File: src/rtl/ksa_swap.sv
// RC4 key-scheduling engine: permutes the 256-byte S-memory using a 3-byte key.
// Drives the KSA port of the S-memory mux and reports completion through a level start/done handshake.
module ksa_swap (
    input  logic        clk,
    input  logic        rst_n,
    input  logic        start,
    input  logic [23:0] key,
    input  logic [7:0]  q,
    output logic [7:0]  address,
    output logic [7:0]  data,
    output logic        rden,
    output logic        wren,
    output logic        done
);

    typedef enum logic [2:0] {
        S_IDLE,
        S_RD_I,
        S_WAIT_I,
        S_RD_J,
        S_WAIT_J,
        S_WR_I,
        S_WR_J,
        S_DONE
    } state_t;

    state_t      state;
    state_t      state_nx;
    logic [7:0]  i;
    logic [7:0]  j;
    logic [7:0]  si;
    logic [7:0]  sj;
    logic [1:0]  kidx;
    logic [7:0]  key_byte;

    // kidx tracks i mod 3 so no divider is needed on i
    always_comb begin
        case (kidx)
            2'd0:    key_byte = key[23:16];
            2'd1:    key_byte = key[15:8];
            default: key_byte = key[7:0];
        endcase
    end

    always_ff @(posedge clk or negedge rst_n) begin
        if (!rst_n) begin
            state <= S_IDLE;
        end else begin
            state <= state_nx;
        end
    end

    always_comb begin
        state_nx = state;
        case (state)
            S_IDLE:   if (start) state_nx = S_RD_I;
            S_RD_I:   state_nx = S_WAIT_I;
            S_WAIT_I: state_nx = S_RD_J;
            S_RD_J:   state_nx = S_WAIT_J;
            S_WAIT_J: state_nx = S_WR_I;
            S_WR_I:   state_nx = S_WR_J;
            S_WR_J:   state_nx = (i == 8'hFF) ? S_DONE : S_RD_I;
            S_DONE:   if (!start) state_nx = S_IDLE;
            default:  state_nx = S_IDLE;
        endcase
    end

    always_ff @(posedge clk or negedge rst_n) begin
        if (!rst_n) begin
            i    <= '0;
            j    <= '0;
            si   <= '0;
            sj   <= '0;
            kidx <= '0;
        end else begin
            case (state)
                S_IDLE: begin
                    i    <= '0;
                    j    <= '0;
                    kidx <= '0;
                end
                S_WAIT_I: begin
                    si <= q;
                    j  <= j + q + key_byte;
                end
                S_WAIT_J: begin
                    sj <= q;
                end
                S_WR_J: begin
                    // i stops at 255 so the loop cannot wrap and restart
                    if (i != 8'hFF) begin
                        i    <= i + 8'd1;
                        kidx <= (kidx == 2'd2) ? 2'd0 : kidx + 2'd1;
                    end
                end
                S_DONE: begin
                    if (!start) begin
                        i    <= '0;
                        j    <= '0;
                        kidx <= '0;
                    end
                end
                default: ;
            endcase
        end
    end

    always_comb begin
        address = '0;
        data    = '0;
        rden    = 1'b0;
        wren    = 1'b0;
        done    = 1'b0;
        case (state)
            S_RD_I, S_WAIT_I: begin
                address = i;
                rden    = 1'b1;
            end
            S_RD_J, S_WAIT_J: begin
                address = j;
                rden    = 1'b1;
            end
            S_WR_I: begin
                address = i;
                data    = sj;
                wren    = 1'b1;
            end
            S_WR_J: begin
                address = j;
                data    = si;
                wren    = 1'b1;
            end
            S_DONE: begin
                done = 1'b1;
            end
            default: ;
        endcase
    end

endmodule

File: config.mk
export PLATFORM = sky130hd
export DESIGN_NAME = ksa_swap
export DESIGN_NICKNAME = d
export VERILOG_FILES = /design/src/rtl/ksa_swap.sv
export SDC_FILE = /design/constraint.sdc
export NUM_CORES = 1
export LEC_CHECK = 0
export ABC_AREA = 1
export CORE_MARGIN = 3
export CORE_UTILIZATION = 45
export DETAILED_ROUTE_END_ITERATION = 12
export GPL_ROUTABILITY_DRIVEN = 1
export PLACE_DENSITY = 0.78
export RECOVER_POWER = 100
export SETUP_SLACK_MARGIN = 0.4
export SLEW_MARGIN = 10
export SYNTH_ARGS = -nofsm -noshare
export SYNTH_HDL_FRONTEND = slang
export SYNTH_SLANG_ARGS = --single-unit
File: constraint.sdc
create_clock -name clk -period 5.1 [get_ports clk]
set_input_delay 1.275 -clock clk [delete_from_list [all_inputs] [get_ports clk]]
set_output_delay 1.275 -clock clk [all_outputs]
set_load 0.02 [all_outputs]
Word-level counts from Yosys, hierarchy flattened
Cells that the tools add are included.
{"block": "word_totals", "register_bits": 37}
{"block": "op_classes", "add_sub_neg": 4, "eq_ne": 14, "n_mux": 18, "n_reduce_logical": 11}
{"operator": "one-hot mux 8 bit (2 select lines)", "count": 3}
{"operator": "one-hot mux 8 bit (3 select lines)", "count": 2}
{"operator": "one-hot mux 3 bit (8 select lines)", "count": 1}
{"operator": "adder 8 bit", "count": 2}
{"operator": "2-to-1 mux 8 bit", "count": 2}
{"operator": "equality test 3 bit (second input constant)", "count": 4}
{"operator": "2-to-1 mux 3 bit", "count": 3}
{"operator": "adder 8 x 1 -> 8 bit (second input constant)", "count": 1}
{"operator": "equality test 8 bit (second input constant)", "count": 1}
{"operator": "inequality test 8 bit (second input constant)", "count": 1}
{"operator": "equality test 3 x 2 -> 1 bit (second input constant)", "count": 2}
{"operator": "2-to-1 mux 2 bit", "count": 3}
{"operator": "inequality test 2 bit (second input constant)", "count": 3}
{"operator": "one-hot mux 2 bit (3 select lines)", "count": 1}
{"operator": "nonzero test 3 bit", "count": 2}
{"operator": "OR reduction 3 bit", "count": 2}
{"operator": "AND reduction 2 bit", "count": 2}
{"operator": "OR reduction 4 bit", "count": 1}
{"operator": "equality test 3 x 1 -> 1 bit (second input constant)", "count": 1}
{"operator": "zero test 3 bit", "count": 1}
{"operator": "2-to-1 mux 1 bit", "count": 3}
{"operator": "AND reduction 3 bit", "count": 1}
{"operator": "adder 2 x 1 -> 2 bit (second input constant)", "count": 1}
{"operator": "equality test 2 x 1 -> 1 bit (second input constant)", "count": 1}
{"operator": "other kinds (3)", "count": 3}

Longest topological paths before layout
Gate-level depths: netlist of the first run.
{"block": "logic_depth", "depth_word": 4, "depth_mapped": 16}

Worst setup path after synthesis of the first run
OpenSTA, ideal clock, no wires.
{"block": "synth_path", "path_type": "input to register", "startpoint": "input key[17]", "endpoint": "register j[7]", "t_arrival_ns": 2.936, "required_ns": 4.983, "path_slack_ns": 2.046, "path_stages": 12, "n_path_buf": 0, "cell_sequence": "nand2_1 -> nand3_1 -> fa_1 -> ha_1 -> inv_1 -> fa_1 -> nor3_1 -> nor2_1 -> inv_1 -> nand2_1 -> nand3_1 -> nand2_1"}
{"block": "synth_via", "elab_chain_len": 3}
{"element": "start: declaration", "line": "7", "source": "input logic [23:0] key,"}
{"element": "one-hot mux 8 bit (2 select lines)", "line": "38", "source": "case (kidx)"}
{"element": "adder 8 bit", "line": "84", "source": "j <= j + q + key_byte;"}
{"element": "one-hot mux 8 bit (3 select lines)", "line": "76", "source": "case (state)"}
{"element": "end signal: assignment", "line": "84"}
{"element": "end: declaration", "line": "30", "source": "logic [7:0] j;"}
Every way passes these cells.
A chain may end at the register's enable or synchronous reset.

Worst setup path after layout of the first run
{"block": "layout_path", "startpoint": "register state[0]", "endpoint": "output address[4]"}
{"block": "layout_via", "elab_chain_len": 3, "elab_cells_between_ends": 9, "classes_between": "6 x eq/ne; 1 x mux; 2 x reduce/logical"}
{"element": "start: declaration", "line": "27", "source": "state_t state;"}
{"element": "start signal: assignment", "line": "49", "source": "state <= state_nx;"}
{"element": "equality test 3 bit, or another cell as far along", "line": "114", "source": "case (state)"}
{"element": "OR reduction 3 bit (no line)"}
{"element": "one-hot mux 8 bit (2 select lines) (*)", "line": "114"}
{"element": "end: declaration", "line": "9", "source": "output logic [7:0] address,"}
Every way passes the cells marked *; elsewhere a longest branch is shown, timed or not.

==> results of run 1 <==
## state kept, by name, summed over array words and instances (netlist names)
signal and count:
j 8, i 8, sj 8, kidx 2, state 3, si 8
## cell type report
cell class | count | area [um2] | share of cell area [%]
clock buffer | 7 | 86.33 | 2.740
inverter | 42 | 160.2 | 5.083
multi-input combinational | 236 | 1349 | 42.81
sequential | 37 | 925.9 | 29.39
tap | 70 | 87.58 | 2.780
timing repair buffer | 55 | 541.8 | 17.20
## worst max-delay path: stages, from the launching register on
cell and delay, ns:
dfrtp_1 0.46, inv_1 0.16, nand3_4 0.15, inv_1 0.58
o21ai_0 0.27, o21ai_0 0.12, dlygate4sd3_1 0.69
## cell usage in the layout (no fill, tap or decap), drive strengths merged
cell type      instances
xor2                   4
a22o                   8
ha                     7
o22ai                  3
nor3                   4
nor2                  17
clkdlybuf4s50         25
o21ai                 42
o21bai                 1
nand2                 96
a221oi                 1
a21o                   1
a21oi                  4
dfrtp                 37
fa                     8
or2                    1
dlygate4sd3           28
nand4                  3
buf                    1
nand3                 36
inv                   41
clkinv                 1
clkbuf                 8
## power breakdown
group          leakage (nW)  internal (mW)  switching, mW  total (mW)
Clock                0.0443          0.107         0.0976       0.205
Sequential            0.478          0.400         0.0931       0.493
Combinational          1.04          0.384          0.653        1.04
## logic make-up (layout without fill, tap and decap cells)
| kind of cell | count (synthesis) | after routing | synth area share (%) |
|---|---|---|---|
| xor+xnor | 4 | 4 | 1.403 |
| flops | 37 | 37 | 37.09 |
| fa+ha+maj | 15 | 15 | 9.925 |
| compound gates | 60 | 60 | 14.19 |
| simple gates | 157 | 157 | 29.32 |
| buf+inv | 49 | 104 | 8.070 |
## routing by layer
layer  global-route usage (%)  wire length [um]  up-vias
li1                         -                 -     1163
met1                    30.03              2768     1103
met2                    35.02              2955      103
met3                    3.251               417        6
met4                    6.588                68        0
met5                        0                 0        -
## stage by stage
step | worst slack (ns) | utilization [%] | hold slack, ns | cell area [um2] | total power, mW
after floorplan | 2.046 | - | 0.4540 | 2496 | 1.243
after global placement | 1.532 | 58.96 | 0.4677 | 3088 | 1.528
after detailed placement | 1.455 | 58.96 | 0.4741 | 3088 | 1.562
after CTS | 1.436 | 60.61 | 0.4915 | 3174 | 1.774
after global routing | 0.9394 | 60.15 | 0.5118 | 3151 | 1.910
final | 1.106 | 60.15 | 0.4886 | 3151 | 1.735
## worst max path at each step
| stage | depth (start not counted) | endpoint | slack [ns] | start |
|---|---|---|---|---|
| after floorplan | 12 | j[7] | 2.05 | key[17] |
| after global placement | 14 | j[7] | 1.53 | key[22] |
| after detailed placement | 12 | j[7] | 1.46 | key[22] |
| after CTS | 6 | address[4] | 1.44 | state[0] |
| after global routing | 6 | address[4] | 0.94 | state[0] |
| final | 6 | address[4] | 1.11 | state[0] |
==> impl_metrics.yaml, run 1 <==
sta:
  period_minus_slack_ns: 3.994
  slew_viol_final: 38
  max_freq_ghz: 0.2504
  setup_tns_ns: 0
  final_hold_viol_count: 0
  setup-violations-final: 0
  tightest_slew_ns: 2.002
  fin_crit_sh_pct: 78.32
  fin_worst_skew_ns: 0.004472
  relSlewSlack_pct: -33.45
  grt_setup_unrepaired: "no"
synth:
  synth.avg_cell_area_um2: 7.752
  yosysTopAreaCell: "dfrtp_1"
  netlist-cell-type-count: 33
  synth-seq-area-share_pct: 37.09
  ys_top_cells_by_count: "nand2_1, dfrtp_1, inv_1, o21ai_0, nand3_1"
  synth_most_common_cell: "nand2_1"
  yosysWarnings: 0
  synth-seq-cells: 37
  async_flop_share_pct: 100.0
  synth_edf_count: 0
  ys.flop_type: "dfrtp_1"
  synthCells: 322
  synth.area.top_cells: "dfrtp_1, nand2_1, o21ai_0, fa_1, nand3_1"
  synth_top_area_share_pct: 37.09
  syn-num-nets: 372
  synth_area_um2: 2496
clock_network:
  clk_latency_ns: 0.29
  cts_resized: 0
  cts_hold_buf: 0
  clk_path_buf_depth: 2
  clk_pin_slew_worst_paths_ns: 0.07
  clkSinkCount: 37
  cts.root.buffer_cell: "clkbuf_8"
  cts_tree: "built"
  numCtsBuffers: 5
  cts_setup_buffers: 0
  htreeDepth: 2
critical_path:
  rr_startpoint: "kidx[1]"
  start_kind: "flip-flop"
  worst_setup_path_end_kind: "output pin"
  critPathRequiredTime_ns: 3.83
  r2r_end: "j[7]"
  r2r_cells: 12
  critical_path_class: "reg -> out"
  critPathMaxFanout: 23
  crit_arrival_ns: 2.72
  rrSetupSlack_ns: 2.19
layout:
  area_delta_synth_final_pct: 26.22
  antenna_cells: 0
  nFillCells: 482
  instances_no_fill: 447
  fin_nets: 427
  drive_above_1_share_pct: 6.897
drt:
  wl_per_cell_um: 13.89
  drtAntennaViolNets: 0
  drcViolationCount: 0
  via_count: 2375
  drt_pass1_iterations: 5
  drt_iter0_markers: 228
  wl_mm: 6.208
  via_per_inst: 5.313
floorplanning:
  io_pins: 54
  die_w_um: 80.48
  num_rows: 26
  die-area_um2: 6477
  core_um2: 5238
  initial_core_util_pct: 47.66
  die_h_um: 80.48
flow_run:
  drv_cap: 1
global_routing:
  antenna_found_initial: 0
  grt_pass1_vias: 2207
  grt_max_degree: 38
  overflow: 0
  grt_pass1_wl_mm: 10.81
  track_usage_pct: 21.69
status:
  status: "finished, violations left"
  violations: "capacitance limit, slew limit"
worst_hold_path:
  min_from: "sj[4]"
  hold_class: "reg -> reg"
  hold_depth: 2
  min_to: "sj[4]"
placed_design:
  dp.cells: 440
  gp_congestion: 1.000
  port_buffers: 53
  place_hpwl_mm: 4.747
power:
  powerDensity_nw_per_um2: 550.8
  vdd_drop_max_uv: 284.1
  p_leak_nw: 1.561
Power figures use the tool's default switching activity.
==> inputs of run 2 (changes only) <==
- PLACE_DENSITY: 0.78 -> 0.81
- clock period: 5.1 -> 3.66 ns (I/O delays scaled with it)
==> impl_metrics.yaml, run 2 (same netlist as run 1, synthesis figures left out) <==
status:
  status: "finished, violations left"
  violations: "capacitance limit, slew limit"
global_routing:
  antenna_found_initial: 0
  track_usage_pct: 21.14
  grt_max_degree: 38
  grt_pass1_wl_mm: 10.46
  overflow: 0
  grt_pass1_vias: 2184
sta:
  period_minus_slack_ns: 3.223
  setup_tns_ns: 0
  relSlewSlack_pct: -29.27
  slew_viol_final: 38
  timing.hold.ws_ns: 0.4900
  fin_worst_skew_ns: 0.009172
  grt_setup_unrepaired: "yes"
  fin_crit_sh_pct: 88.05
  max_freq_ghz: 0.3103
  setup-violations-final: 0
  tightest_slew_ns: 1.939
  final_hold_viol_count: 0
clock_network:
  cts_tree: "built"
  cts.root.buffer_cell: "clkbuf_8"
  htreeDepth: 2
  clkSinkCount: 37
  numCtsBuffers: 5
  clk_latency_ns: 0.29
  clk_path_buf_depth: 2
  clk_pin_slew_worst_paths_ns: 0.07
critical_path:
  critPathTopFamily: "buffers and inverters"
  r2r_cells: 14
  crit_arrival_ns: 2.31
  crit_path_frequent_cell: "o21ai_0"
  critPathLaunch: "state[2]"
  r2r_end: "j[7]"
  start_kind: "flip-flop"
  crit_buf_inv: 3
  rr_startpoint: "kidx[1]"
  slowest_delay_ns: 0.66
  slowest_stage: "dlygate4sd3_1"
  critical_path_class: "reg -> out"
  crit_end: "address[4]"
  rrSetupSlack_ns: 0.79
  critPathMaxFanout: 18
  worst_setup_path_end_kind: "output pin"
  crit_cells: 7
  crit_chain: "inv_1 > nor3_2 > inv_4 > o21ai_2 > o21ai_0 > o21ai_0 > dlygate4sd3_1"
  critPathRequiredTime_ns: 2.74
flow_run:
  drv_cap: 1
power:
  vdd_drop_max_uv: 465.7
  powerDensity_nw_per_um2: 764.6
  p_leak_nw: 1.593
floorplanning:
  die-area_um2: 6477
  initial_core_util_pct: 47.66
  die_w_um: 80.48
  num_rows: 26
  io_pins: 54
  die_h_um: 80.48
  core_um2: 5238
layout:
  antenna_cells: 0
  drive_above_1_share_pct: 7.937
  final_common_cell: "nand2_1"
  fin_nets: 427
  fin_util_pct: 60.75
  layout_common_cells: "nand2_1, o21ai_0, inv_1, dfrtp_1, nand3_1"
  area_delta_synth_final_pct: 27.47
drt:
  via_per_inst: 5.185
  drtAntennaViolNets: 0
  wl_per_cell_um: 13.80
  via_count: 2323
  drt_iter0_markers: 224
  drt_pass1_iterations: 4
  drcViolationCount: 0
  wl_mm: 6.182
placed_design:
  place_hpwl_mm: 4.847
  port_buffers: 53
  gp_congestion: 0.9119
worst_hold_path:
  hold_class: "reg -> reg"
## run 2: cell type report
cell class | instances | area (um2)
clock buffer | 7 | 96.34
clock inverter | 1 | 5.005
fill | 501 | 2056
inverter | 42 | 166.4
multi-input combinational | 236 | 1353
sequential | 37 | 927.1
tap | 70 | 87.58
timing repair buffer | 55 | 546.8
## run 2: what timing repair did
item	CTS	global route
endpoints found under the setup margin	6	16
setup buffers	0	0
hold buffers	0	0
cloned	0	0
resized for setup	1	6
## run 2: worst reg2reg max path, cell delays in order (launching register included)
cell	delay, ns
dfrtp_1	0.53
nor2_2	0.37
a221oi_1	0.14
or2_1	0.26
fa_1	0.50
inv_1	0.04
ha_1	0.32
nand2_1	0.10
inv_1	0.04
nand2_1	0.05
nand2_1	0.04
nor2_1	0.12
nand3_1	0.09
nand3_1	0.09
nand2_1	0.06
## run 2: stage by stage
step	std cells	setup slack, ns	power (mW)	cell area (um2)
6_report	448	0.4373	2.433	3182
5_1_grt	448	0.3017	2.672	3182
4_1_cts	448	0.4620	2.493	3192
3_5_place_dp	440	0.3984	2.177	3088
3_3_place_gp	440	0.4483	2.143	3088
2_1_floorplan	322	0.9663	1.732	2496
## run 2: power by group
part           leakage (nW)  total, mW  switching [mW]  internal, mW
Combinational          1.06       1.43           0.898         0.536
Sequential            0.477      0.689           0.131         0.558
Clock                0.0542      0.310           0.140         0.170
Total                  1.59       2.43            1.17          1.26
## run 2: how the worst min path moves through the flow
stage	from	to	depth (start not counted)
after CTS	si[3]	si[3]	2
final	si[3]	si[3]	2
after global placement	si[3]	si[3]	2
after global routing	sj[3]	sj[3]	2
after floorplan	si[0]	si[0]	2
after detailed placement	si[3]	si[3]	2
## run 2: per-layer routing
metal  up-vias  track usage (%)  wire, um
li1       1159                -         -
met1      1071            28.96      2770
met2        80            33.36      2880
met3        13            3.363       370
met4         0            8.277       160
met5         -                0         0
